**src/rtl/mips_alu_pkg.sv**
```systemverilog
// Shared ALU encodings and FSM state type.
// The ALU control decode imports this package too, so the opcodes stay in one place.
package mips_alu_pkg;

    localparam logic [2:0] ALU_ADD = 3'b000;
    localparam logic [2:0] ALU_SUB = 3'b001;
    localparam logic [2:0] ALU_MUL = 3'b010;
    localparam logic [2:0] ALU_AND = 3'b011;
    localparam logic [2:0] ALU_OR  = 3'b100;
    localparam logic [2:0] ALU_NOR = 3'b101;
    localparam logic [2:0] ALU_SHL = 3'b110;
    localparam logic [2:0] ALU_SRA = 3'b111;

    localparam logic DIR_LEFT  = 1'b1;
    localparam logic DIR_RIGHT = 1'b0;

    typedef enum logic {
        IDLE = 1'b0,
        MUL  = 1'b1
    } alu_state_t;

    // mul is the only multi-cycle op; everything else completes in one edge.
    function automatic logic op_is_mul(input logic [2:0] op);
        return op == ALU_MUL;
    endfunction

    // Shift op 110 goes left when direction matches DIR_LEFT, otherwise right.
    function automatic logic shift_is_left(input logic dir);
        return dir != DIR_RIGHT;
    endfunction

endpackage

```
**src/rtl/mips_alu_seq_if.sv**
```systemverilog
// Request/response bundle between the control path and the execution ALU.
interface mips_alu_seq_if #(
    parameter int WIDTH = 32,
    parameter int SHW   = $clog2(WIDTH)
);
    logic             start;
    logic [2:0]       op_code_Sel;
    logic             direction;
    logic [WIDTH-1:0] a;
    logic [WIDTH-1:0] b;
    logic [SHW-1:0]   shamt;
    logic             busy;
    logic             done;
    logic [WIDTH-1:0] result;
    logic             zero;
    logic             overflow;

    modport master (
        output start, op_code_Sel, direction, a, b, shamt,
        input  busy, done, result, zero, overflow
    );

    modport slave (
        input  start, op_code_Sel, direction, a, b, shamt,
        output busy, done, result, zero, overflow
    );
endinterface

```
**src/rtl/mips_seq_mul.sv**
```systemverilog
// Iterative shift-add multiplier: one partial product per clock, WIDTH clocks.
// done/prod are combinational on the final iteration so the parent can
// capture the product on the same edge the engine retires.
module mips_seq_mul #(
    parameter int WIDTH = 32
) (
    input  logic             clk,
    input  logic             rst,
    input  logic             go,
    input  logic [WIDTH-1:0] a,
    input  logic [WIDTH-1:0] b,
    output logic             busy,
    output logic             done,
    output logic [WIDTH-1:0] prod
);
    localparam int CW = (WIDTH > 1) ? $clog2(WIDTH) : 1;
    localparam logic [CW-1:0] LAST = CW'(WIDTH - 1);

    logic [WIDTH-1:0] mcand;
    logic [WIDTH-1:0] mplier;
    logic [WIDTH-1:0] acc;
    logic [WIDTH-1:0] acc_nxt;
    logic [CW-1:0]    cnt;
    logic             busy_q;

    // Accumulator after this iteration's conditional add.
    assign acc_nxt = acc + (mplier[0] ? mcand : '0);
    assign prod    = acc_nxt;
    assign done    = busy_q && (cnt == LAST);
    assign busy    = busy_q;

    // Latch operands on go, then shift/accumulate for a fixed WIDTH edges.
    always_ff @(posedge clk) begin
        if (rst) begin
            busy_q <= 1'b0;
            cnt    <= '0;
            acc    <= '0;
            mcand  <= '0;
            mplier <= '0;
        end else if (go) begin
            busy_q <= 1'b1;
            cnt    <= '0;
            acc    <= '0;
            mcand  <= a;
            mplier <= b;
        end else if (busy_q) begin
            acc    <= acc_nxt;
            mcand  <= mcand << 1;
            mplier <= mplier >> 1;
            cnt    <= cnt + 1'b1;
            if (done) busy_q <= 1'b0;
        end
    end
endmodule

```
**src/rtl/mips_alu_seq.sv**
```systemverilog
// Execution-stage ALU: single-cycle ops plus an iterative mul behind a
// start/busy/done handshake. All outputs except zero are registered.
module mips_alu_seq
    import mips_alu_pkg::*;
#(
    parameter int WIDTH = 32,
    parameter int SHW   = $clog2(WIDTH)
) (
    input  logic           clk,
    input  logic           rst,
    mips_alu_seq_if.slave  bus
);
    alu_state_t       state;
    alu_state_t       state_nxt;
    logic             load_alu;
    logic             load_mul;
    logic             mul_go;
    logic             mul_busy;
    logic             mul_last;
    logic [WIDTH-1:0] mul_prod;
    logic [WIDTH-1:0] sum;
    logic [WIDTH-1:0] diff;
    logic [WIDTH-1:0] alu_res;
    logic             alu_ovf;
    logic [SHW-1:0]   sh;
    logic [WIDTH-1:0] result_q;
    logic             ovf_q;
    logic             done_q;

    assign sum  = bus.a + bus.b;
    assign diff = bus.a - bus.b;
    assign sh   = bus.shamt;

    // Single-cycle datapath; overflow only meaningful for add/sub.
    always_comb begin
        alu_res = '0;
        alu_ovf = 1'b0;
        case (bus.op_code_Sel)
            ALU_ADD: begin
                alu_res = sum;
                alu_ovf = (bus.a[WIDTH-1] == bus.b[WIDTH-1]) &&
                          (sum[WIDTH-1] != bus.a[WIDTH-1]);
            end
            ALU_SUB: begin
                alu_res = diff;
                alu_ovf = (bus.a[WIDTH-1] != bus.b[WIDTH-1]) &&
                          (diff[WIDTH-1] != bus.a[WIDTH-1]);
            end
            ALU_AND: alu_res = bus.a & bus.b;
            ALU_OR:  alu_res = bus.a | bus.b;
            ALU_NOR: alu_res = ~(bus.a | bus.b);
            ALU_SHL: alu_res = shift_is_left(bus.direction) ? (bus.b << sh) : (bus.b >> sh);
            ALU_SRA: alu_res = $unsigned($signed(bus.b) >>> sh);
            default: alu_res = '0;  // mul result comes from the engine
        endcase
    end

    mips_seq_mul #(.WIDTH(WIDTH)) u_mul (
        .clk  (clk),
        .rst  (rst),
        .go   (mul_go),
        .a    (bus.a),
        .b    (bus.b),
        .busy (mul_busy),
        .done (mul_last),
        .prod (mul_prod)
    );

    // State register.
    always_ff @(posedge clk) begin
        if (rst) state <= IDLE;
        else     state <= state_nxt;
    end

    // Next state and load strobes; start is only looked at in IDLE.
    always_comb begin
        state_nxt = state;
        load_alu  = 1'b0;
        load_mul  = 1'b0;
        mul_go    = 1'b0;
        case (state)
            IDLE: begin
                if (bus.start) begin
                    if (op_is_mul(bus.op_code_Sel)) begin
                        mul_go    = 1'b1;
                        state_nxt = MUL;
                    end else begin
                        load_alu = 1'b1;
                    end
                end
            end
            MUL: begin
                if (mul_last) begin
                    load_mul  = 1'b1;
                    state_nxt = IDLE;
                end
            end
            default: state_nxt = IDLE;
        endcase
    end

    // Result/overflow/done registers; result only moves on a completion edge.
    always_ff @(posedge clk) begin
        if (rst) begin
            result_q <= '0;
            ovf_q    <= 1'b0;
            done_q   <= 1'b0;
        end else begin
            done_q <= 1'b0;
            if (load_alu) begin
                result_q <= alu_res;
                ovf_q    <= alu_ovf;
                done_q   <= 1'b1;
            end else if (load_mul) begin
                result_q <= mul_prod;
                ovf_q    <= 1'b0;
                done_q   <= 1'b1;
            end
        end
    end

    assign bus.busy     = mul_busy;
    assign bus.done     = done_q;
    assign bus.result   = result_q;
    assign bus.overflow = ovf_q;
    assign bus.zero     = (result_q == '0);
endmodule

```
**src/flat_wrapper.sv**
```systemverilog
// flat-port wrapper written by rule: the top's interface ports become plain ports
module mips_alu_seq_flat import mips_alu_pkg::*;
#(
    parameter int WIDTH = 32,
    parameter int SHW   = $clog2(WIDTH)
)
  (clk, rst, bus_start, bus_op_code_Sel, bus_direction, bus_a, bus_b, bus_shamt, bus_busy, bus_done, bus_result, bus_zero, bus_overflow);
  mips_alu_seq_if #(.WIDTH(WIDTH), .SHW(SHW)) bus_i ();
  input  logic clk;
  input  logic rst;
  input wire logic [$bits(bus_i.start)-1:0] bus_start;
  input wire logic [$bits(bus_i.op_code_Sel)-1:0] bus_op_code_Sel;
  input wire logic [$bits(bus_i.direction)-1:0] bus_direction;
  input wire logic [$bits(bus_i.a)-1:0] bus_a;
  input wire logic [$bits(bus_i.b)-1:0] bus_b;
  input wire logic [$bits(bus_i.shamt)-1:0] bus_shamt;
  output wire logic [$bits(bus_i.busy)-1:0] bus_busy;
  output wire logic [$bits(bus_i.done)-1:0] bus_done;
  output wire logic [$bits(bus_i.result)-1:0] bus_result;
  output wire logic [$bits(bus_i.zero)-1:0] bus_zero;
  output wire logic [$bits(bus_i.overflow)-1:0] bus_overflow;
  assign bus_i.start = bus_start;
  assign bus_i.op_code_Sel = bus_op_code_Sel;
  assign bus_i.direction = bus_direction;
  assign bus_i.a = bus_a;
  assign bus_i.b = bus_b;
  assign bus_i.shamt = bus_shamt;
  assign bus_busy = bus_i.busy;
  assign bus_done = bus_i.done;
  assign bus_result = bus_i.result;
  assign bus_zero = bus_i.zero;
  assign bus_overflow = bus_i.overflow;
  mips_alu_seq #(.WIDTH(WIDTH), .SHW(SHW)) u_core (.clk(clk), .rst(rst), .bus(bus_i));
endmodule
```
**config.mk**
```make
export PLATFORM = sky130hd
export DESIGN_NAME = mips_alu_seq_flat
export DESIGN_NICKNAME = d
export VERILOG_FILES = /design/src/rtl/mips_alu_pkg.sv /design/src/rtl/mips_alu_seq_if.sv /design/src/rtl/mips_seq_mul.sv /design/src/rtl/mips_alu_seq.sv /design/src/flat_wrapper.sv
export SDC_FILE = /design/constraint.sdc
export NUM_CORES = 1
export LEC_CHECK = 0
export BUFFER_PORTS_ARGS = -buffer_cell sky130_fd_sc_hd__buf_2
export CAP_MARGIN = 0
export CORE_ASPECT_RATIO = 2
export CORE_UTILIZATION = 23
export DETAILED_ROUTE_END_ITERATION = 7
export HOLD_SLACK_MARGIN = 0.06
export SYNTH_ARGS = -nofsm -noshare
export SYNTH_HDL_FRONTEND = slang
export SYNTH_SLANG_ARGS = --single-unit
```
**constraint.sdc**
```tcl
create_clock -name clk -period 8.6 [get_ports clk]
set_clock_uncertainty 0.1 [all_clocks]
set_input_delay 0.86 -clock clk [delete_from_list [all_inputs] [get_ports clk]]
set_output_delay 0.86 -clock clk [all_outputs]
set_load 0.05 [all_outputs]
```
==> results.ini, run 1 <==
[global_routing]
grt_pass1_vias=18400
grt_pass1_wl_um=129000
grt_overflow_total=0
grt_usage_pct=23.6
antenna_found_initial=11
grt_max_degree=77

[finish]
layout.nets=2444
seq_area_um2=2750
finish.utilization_pct=25.8
multiInputGateArea_um2=13200
n_fill_cell=8164
final_common_cell=nor2_1
drive_gt1_share_pct=12.9
final_cell_mix=nor2_1, a21oi_1, nand2_1
fin_area_um2=19000
syn_to_final_growth_pct=11.5
stdcell_count=3179

[clock_network]
postCtsSetupBuffers=0
cts_max_level=4
cts_resized=0
clk-insertion-delay-late_ns=0.49
cts_buffers=17
cts_tree=built
postCtsHoldBufs=0
clk_pin_slew_worst_paths_ns=0.07
root_buffer=clkbuf_16
clk_path_buf_depth=2
clock_sinks=137

[drt]
first_iter_violations=1600
postRouteWirelength_um=89800
wire_per_inst_um=28.2
vias_per_cell=5.86
dr.pass1.iters=8
num_vias=18600
postRouteAntennaNets=0
drc_errors=0

[hold_path]
min_path_type=reg2reg
hold_depth=2
min_from=u_core.u_mul.mplier[31]
worstHoldEndpoint=u_core.u_mul.mplier[31]

[place]
portBuffers=111
post-dp-hpwl_um=69400
placed_area_um2=18400
place_ws_ns=3.91
gp_congestion=1.11
dp_cells=3138

[power]
peakVddDrop_uv=145
powerDensity_nw_per_um2=130
seqPwrFrac_pct=28.2
switchingPower_uw=1070
comb_power_share_pct=39.1
switching_share_pct=43.2
intPower_uw=1400
p_leak_uw=0.00750
p_clk_share_pct=32.7

[sta]
fin_crit_ns=4.56
worst_slack_ns=4.04
rsz0062_at_grt=no
max_slew.worst_pin.slew_ns=1.61
finalSetupTns_ns=0
final_max_slew_viol_count=4
hold_viol_final=0
finalCritPeriodShare_pct=53.0
slew_headroom_pct=-10.1
timing.fmax_mhz=219
setup-violations-final=0

[die]
core.rowCount=141
dieArea_um2=75400
start_util_pct=23.2
die_y_um=387
io_pins=112
die_w_um=195
coreArea_um2=73700

[synth]
synth_cells=2240
syn_nets=2456
synth_area_um2=17100
seq_area_frac_synth_pct=16.1
ys_ff_latch=137
ys_dominant_reg_cell=dfxtp_1
syn_avg_cell_area_um2=7.63
synth_edf_count=0
async_flop_share_pct=0
synthDistinctLibCells=84
yosysWarnings=0

[setup_path]
end_kind=register
ff2ff_path_depth=15
worst_ep_required_time_ns=8.84
worst_setup_path_start_kind=input pin
critical_path_class=in2reg
reg2reg_from=u_core.u_mul.mplier[0]
rr_endpoint=u_core.bus.result[28]
rrSetupSlack_ns=4.35
cp.arrival_ns=4.79
crit_fanout=30

[run_status]
status=finished, violations left
violations=capacitance limit, slew limit

[run]
cap_violations=1

[registers in the layout, summed over array words and instances (netlist names)]
register	count
u_core.u_mul.cnt	5
u_core.u_mul.acc	32
u_core.u_mul.mplier	32
u_core.bus.result	32
u_core.bus.done	1
u_core.u_mul.busy	1
u_core.u_mul.mcand	32
u_core.state	1
u_core.bus.overflow	1
[logic make-up after synthesis]
family,after synthesis,synth area share (%)
XOR/XNOR,65,3.33
AND/OR/NAND/NOR,706,18.8
multiplexers,204,17.3
flip-flops,137,16.1
AO/OA/AOI/OAI,688,27.1
buffers and inverters,300,6.96
adder cells (fa/ha/maj),140,10.4
[how the worst max path moves through the flow]
stage,start,to,slack (ns),depth (start not counted)
2_1_floorplan,bus_b[4],u_core.bus.result[15],4.82,14
3_3_place_gp,bus_shamt[0],u_core.bus.result[30],3.94,11
3_5_place_dp,bus_b[1],u_core.bus.result[15],3.91,13
4_1_cts,bus_b[1],u_core.bus.result[15],4.41,13
5_1_grt,bus_shamt[1],u_core.bus.result[28],4.05,11
6_report,bus_shamt[1],u_core.bus.result[20],4.04,9
[critical path: stages]
cell and delay (ns):
buf_4 0.36, buf_4 0.51, mux4_2 0.61, mux2i_1 1.19
o22ai_1 0.29, nand3_1 0.21, nand4_1 0.17, a2111oi_0 0.49
nor4_1 0.09
[cells in the mapped netlist, types with 13 or more instances]
master | n | area share (%)
clkbuf_1 | 142 | 3.1
nor4_1 | 21 | 0.77
a22oi_1 | 23 | 1.0
buf_1 | 20 | 0.44
a211oi_1 | 92 | 4.0
a31oi_1 | 32 | 1.2
nor2b_1 | 19 | 0.70
mux2i_1 | 128 | 7.5
mux4_2 | 60 | 7.9
o22ai_1 | 23 | 0.84
buf_2 | 17 | 0.50
nand2b_1 | 16 | 0.59
o211ai_1 | 27 | 1.2
dfxtp_1 | 137 | 16
o21ai_0 | 108 | 3.2
xnor2_1 | 51 | 2.6
nand4_1 | 21 | 0.77
nor2_1 | 292 | 6.4
nand2_1 | 159 | 3.5
a21o_1 | 36 | 1.6
ha_1 | 137 | 10
xor2_1 | 14 | 0.72
a21oi_1 | 169 | 5.0
inv_1 | 107 | 2.4
o21bai_1 | 22 | 0.97
nand3_1 | 43 | 1.3
o221ai_1 | 17 | 0.87
a221oi_1 | 25 | 1.3
and2_1 | 38 | 1.4
nor3_1 | 40 | 1.2
and3_1 | 13 | 0.48
[cell type report]
class | count | share of cell area, %
multi-input cells | 1803 | 69.2
flip-flops and latches | 137 | 14.4
well taps | 929 | 6.11
repair buffers | 155 | 4.69
inverters | 114 | 2.25
clock buffers | 17 | 2.23
clock inverters | 15 | 0.946
diodes | 9 | 0.118
[power by group through the flow]
stage / sequential, µW / clock [µW] / combinational (µW)
detailed placement: 710 / 0 / 928
global placement: 711 / 0 / 928
finish: 697 / 807 / 964
CTS: 696 / 819 / 932
floorplan: 745 / 0 / 546
global route: 698 / 839 / 1020
[layer usage]
layer,wire length (µm),share of wire [%],GRT usage (%)
met4,8050,9.0,19.0
met1,29100,32,22.5
met5,13,0.014,0
met3,6030,6.7,4.83
met2,46600,52,43.4
[metrics by stage]
stage / total power, µW / hold slack, ns
2_1_floorplan: 1290 / 0.361
3_3_place_gp: 1640 / 0.378
3_5_place_dp: 1640 / 0.381
4_1_cts: 2450 / 0.393
5_1_grt: 2550 / 0.422
6_report: 2470 / 0.394
Power figures use the tool's default switching activity.
==> run 2, diff against run 1 <==
==> constraint.sdc (replaced) <==
create_clock -name clk -period 4 [get_ports clk]
set_clock_uncertainty 0.1 [all_clocks]
set_input_delay 0.4 -clock clk [delete_from_list [all_inputs] [get_ports clk]]
set_output_delay 0.4 -clock clk [all_outputs]
set_load 0.05 [all_outputs]
==> run 2 against run 1 <==
Compared with the run above:
- the flow now finishes without violations
- worst hold slack worse by 0.24 ns
- wire length is 7.4% higher
- sequential power is 120% higher
- global-route usage rose by 1.8 points
- power grew 120%
- register-to-register slack worse by 4.1 ns
- first-iteration DRC count up 10%
- die area did not move
- critical path type is now reg2reg
- largest cell class unchanged
- largest power group unchanged
==> results.ini, run 2 (synthesis results as in run 1) <==
[hold_path]
min_path_type=in2reg
worstHoldEndpoint=u_core.u_mul.mcand[0]
min_from=bus_a[0]
hold_depth=3  ; +1

[finish]
fin_area_um2=20100  ; +5.7%
drive_gt1_share_pct=17.7  ; +4.8 points
layout.nets=2576  ; +5.4%
multiInputGateArea_um2=13200  ; unchanged
n_fill_cell=8104  ; -0.73%
stdcell_count=3311  ; +4.2%
finish.utilization_pct=27.3  ; +1.5 points
final_common_cell=nor2_1
final_cell_mix=nor2_1, buf_4, a21oi_1
syn_to_final_growth_pct=17.8
seq_area_um2=2750  ; unchanged

[sta]
final_max_slew_viol_count=0  ; -4
slew_headroom_pct=15.9  ; +26 points
finalCritPeriodShare_pct=93.9
max_slew.worst_pin.slew_ns=1.26  ; -0.343 ns
finalSetupTns_ns=0  ; unchanged
timing.fmax_mhz=266
setup-violations-final=0  ; unchanged
hold_viol_final=0  ; unchanged
fin_crit_ns=3.75
rsz0062_at_grt=no

[setup_path]
cp.depth=14  ; +5
end_kind=register
critical_path_class=reg2reg
reg2reg_from=u_core.u_mul.mplier[0]
worst_ep_required_time_ns=4.31  ; -4.53 ns
cp_num_buf_inv=2  ; unchanged
ff2ff_path_depth=14  ; -1
cp.arrival_ns=4.06  ; -0.73 ns
worst_setup_path_start_kind=register
crit_slowest_cell=dfxtp_1
path_cells=buf_4 -> buf_4 -> and2_1 -> ha_1 -> nand2_1 -> nor3_1 -> and3_1 -> and3_1 -> a221o_1 -> or4_1 -> a31oi_1 -> xnor2_1 -> or2_0 -> a21oi_1
rrSetupSlack_ns=0.25  ; -4.10 ns
rr_endpoint=u_core.bus.result[31]
critical-path-max-stage-delay_ns=0.47  ; -0.72 ns
crit_fanout=20  ; -33%
crit_family=simple AND/OR/NAND/NOR gates

[clock_network]
postCtsSetupBuffers=0  ; unchanged
cts_resized=0  ; unchanged
root_buffer=clkbuf_16
postCtsHoldBufs=0  ; unchanged
cts_max_level=4  ; unchanged
cts_buffers=17  ; unchanged
clk-insertion-delay-late_ns=0.49  ; about the same
cts_tree=built
clk_path_buf_depth=2  ; unchanged
clk_pin_slew_worst_paths_ns=0.07  ; about the same
clock_sinks=137  ; unchanged

[global_routing]
grt_most_used_layer=met2
grt_util_met3_pct=4.50  ; -0.33 points
antenna_found_initial=10  ; -1
gr-usage-met1_pct=24.1  ; +1.5 points
grt_pass1_wl_um=137000  ; +6.2%
grt_usage_pct=25.5  ; +1.8 points
grt_pass1_vias=19000  ; +3.1%
grt_max_degree=106  ; +38%
use_met2_pct=46.8  ; +3.4 points
grt_overflow_total=0  ; unchanged

[drt]
postRouteWirelength_um=96500  ; +7.4%
vias_per_cell=5.72  ; -2.4%
first_iter_violations=1767  ; +10%
drc_errors=0  ; unchanged
wire_per_inst_um=29.1  ; +3.1%
postRouteAntennaNets=0  ; unchanged
num_vias=18900  ; +1.6%
dr.pass1.iters=8  ; unchanged

[place]
gp_congestion=1.08  ; -2.9%
dp_cells=3270  ; +4.2%
post-dp-hpwl_um=75800  ; +9.2%
placed_area_um2=19500  ; +6.0%
portBuffers=111  ; unchanged

[die]
dieArea_um2=75400  ; unchanged
die_y_um=387  ; unchanged
coreArea_um2=73700  ; unchanged
io_pins=112  ; unchanged
core.rowCount=141  ; unchanged
start_util_pct=23.2  ; unchanged
die_w_um=195  ; unchanged

[power]
powerDensity_nw_per_um2=272  ; +110%
p_leak_uw=0.00818  ; +9.0%
peakVddDrop_uv=299  ; +110%

[run_status]
status=completed

[run]
cap_violations=0  ; -1

## run 2: power breakdown
group	internal, µW	switching, µW	leakage [µW]
sequential	1420	72.9	0.00112
combinational	777	1520	0.00677
clock	879	803	0.000289
total	3080	2390	0.00818
## run 2: area by class of cell
type / count / share of cell area [%]
timing repair buffer: 287 / 9.93
clock inverter: 15 / 0.759
sequential: 137 / 13.7
inverter: 114 / 2.13
clock buffer: 17 / 2.11
tap: 929 / 5.78
antenna: 9 / 0.112
multi-input combinational: 1803 / 65.5
## run 2: how the worst max path moves through the flow
stage | startpoint | to | slack, ns
floorplan | bus_b[4] | u_core.bus.result[15] | 0.68
global placement | bus_b[1] | u_core.bus.result[15] | 0.18
detailed placement | bus_b[1] | u_core.bus.result[15] | 0.18
CTS | u_core.u_mul.mplier[0] | u_core.bus.result[31] | 0.25
global route | u_core.u_mul.mplier[0] | u_core.bus.result[31] | 0.08
finish | u_core.u_mul.mplier[0] | u_core.bus.result[31] | 0.25
## run 2: per-stage QoR
| stage | power, µW | hold slack (ns) | setup slack (ns) |
|---|---|---|---|
| after floorplan | 2770 | 0.361 | 0.676 |
| after global placement | 3740 | 0.377 | 0.181 |
| after detailed placement | 3730 | 0.383 | 0.179 |
| after CTS | 5420 | 0.140 | 0.250 |
| after global routing | 5660 | 0.179 | 0.0820 |
| final | 5470 | 0.155 | 0.245 |
## run 2: per-layer routing
layer  routed length (µm)  vias to the layer above
li1                     -                     8544
met1                31700                     9235
met2                50000                      839
met3                 5420                      306
met4                 9400                        0
met5                    0                        -
## run 2: worst min-delay path: cells and delay by family
kind	cells	cell delay [ns]
buffers and inverters	1	0.13
AND/OR/NAND/NOR	1	0.09
AO/OA/AOI/OAI	1	0.06
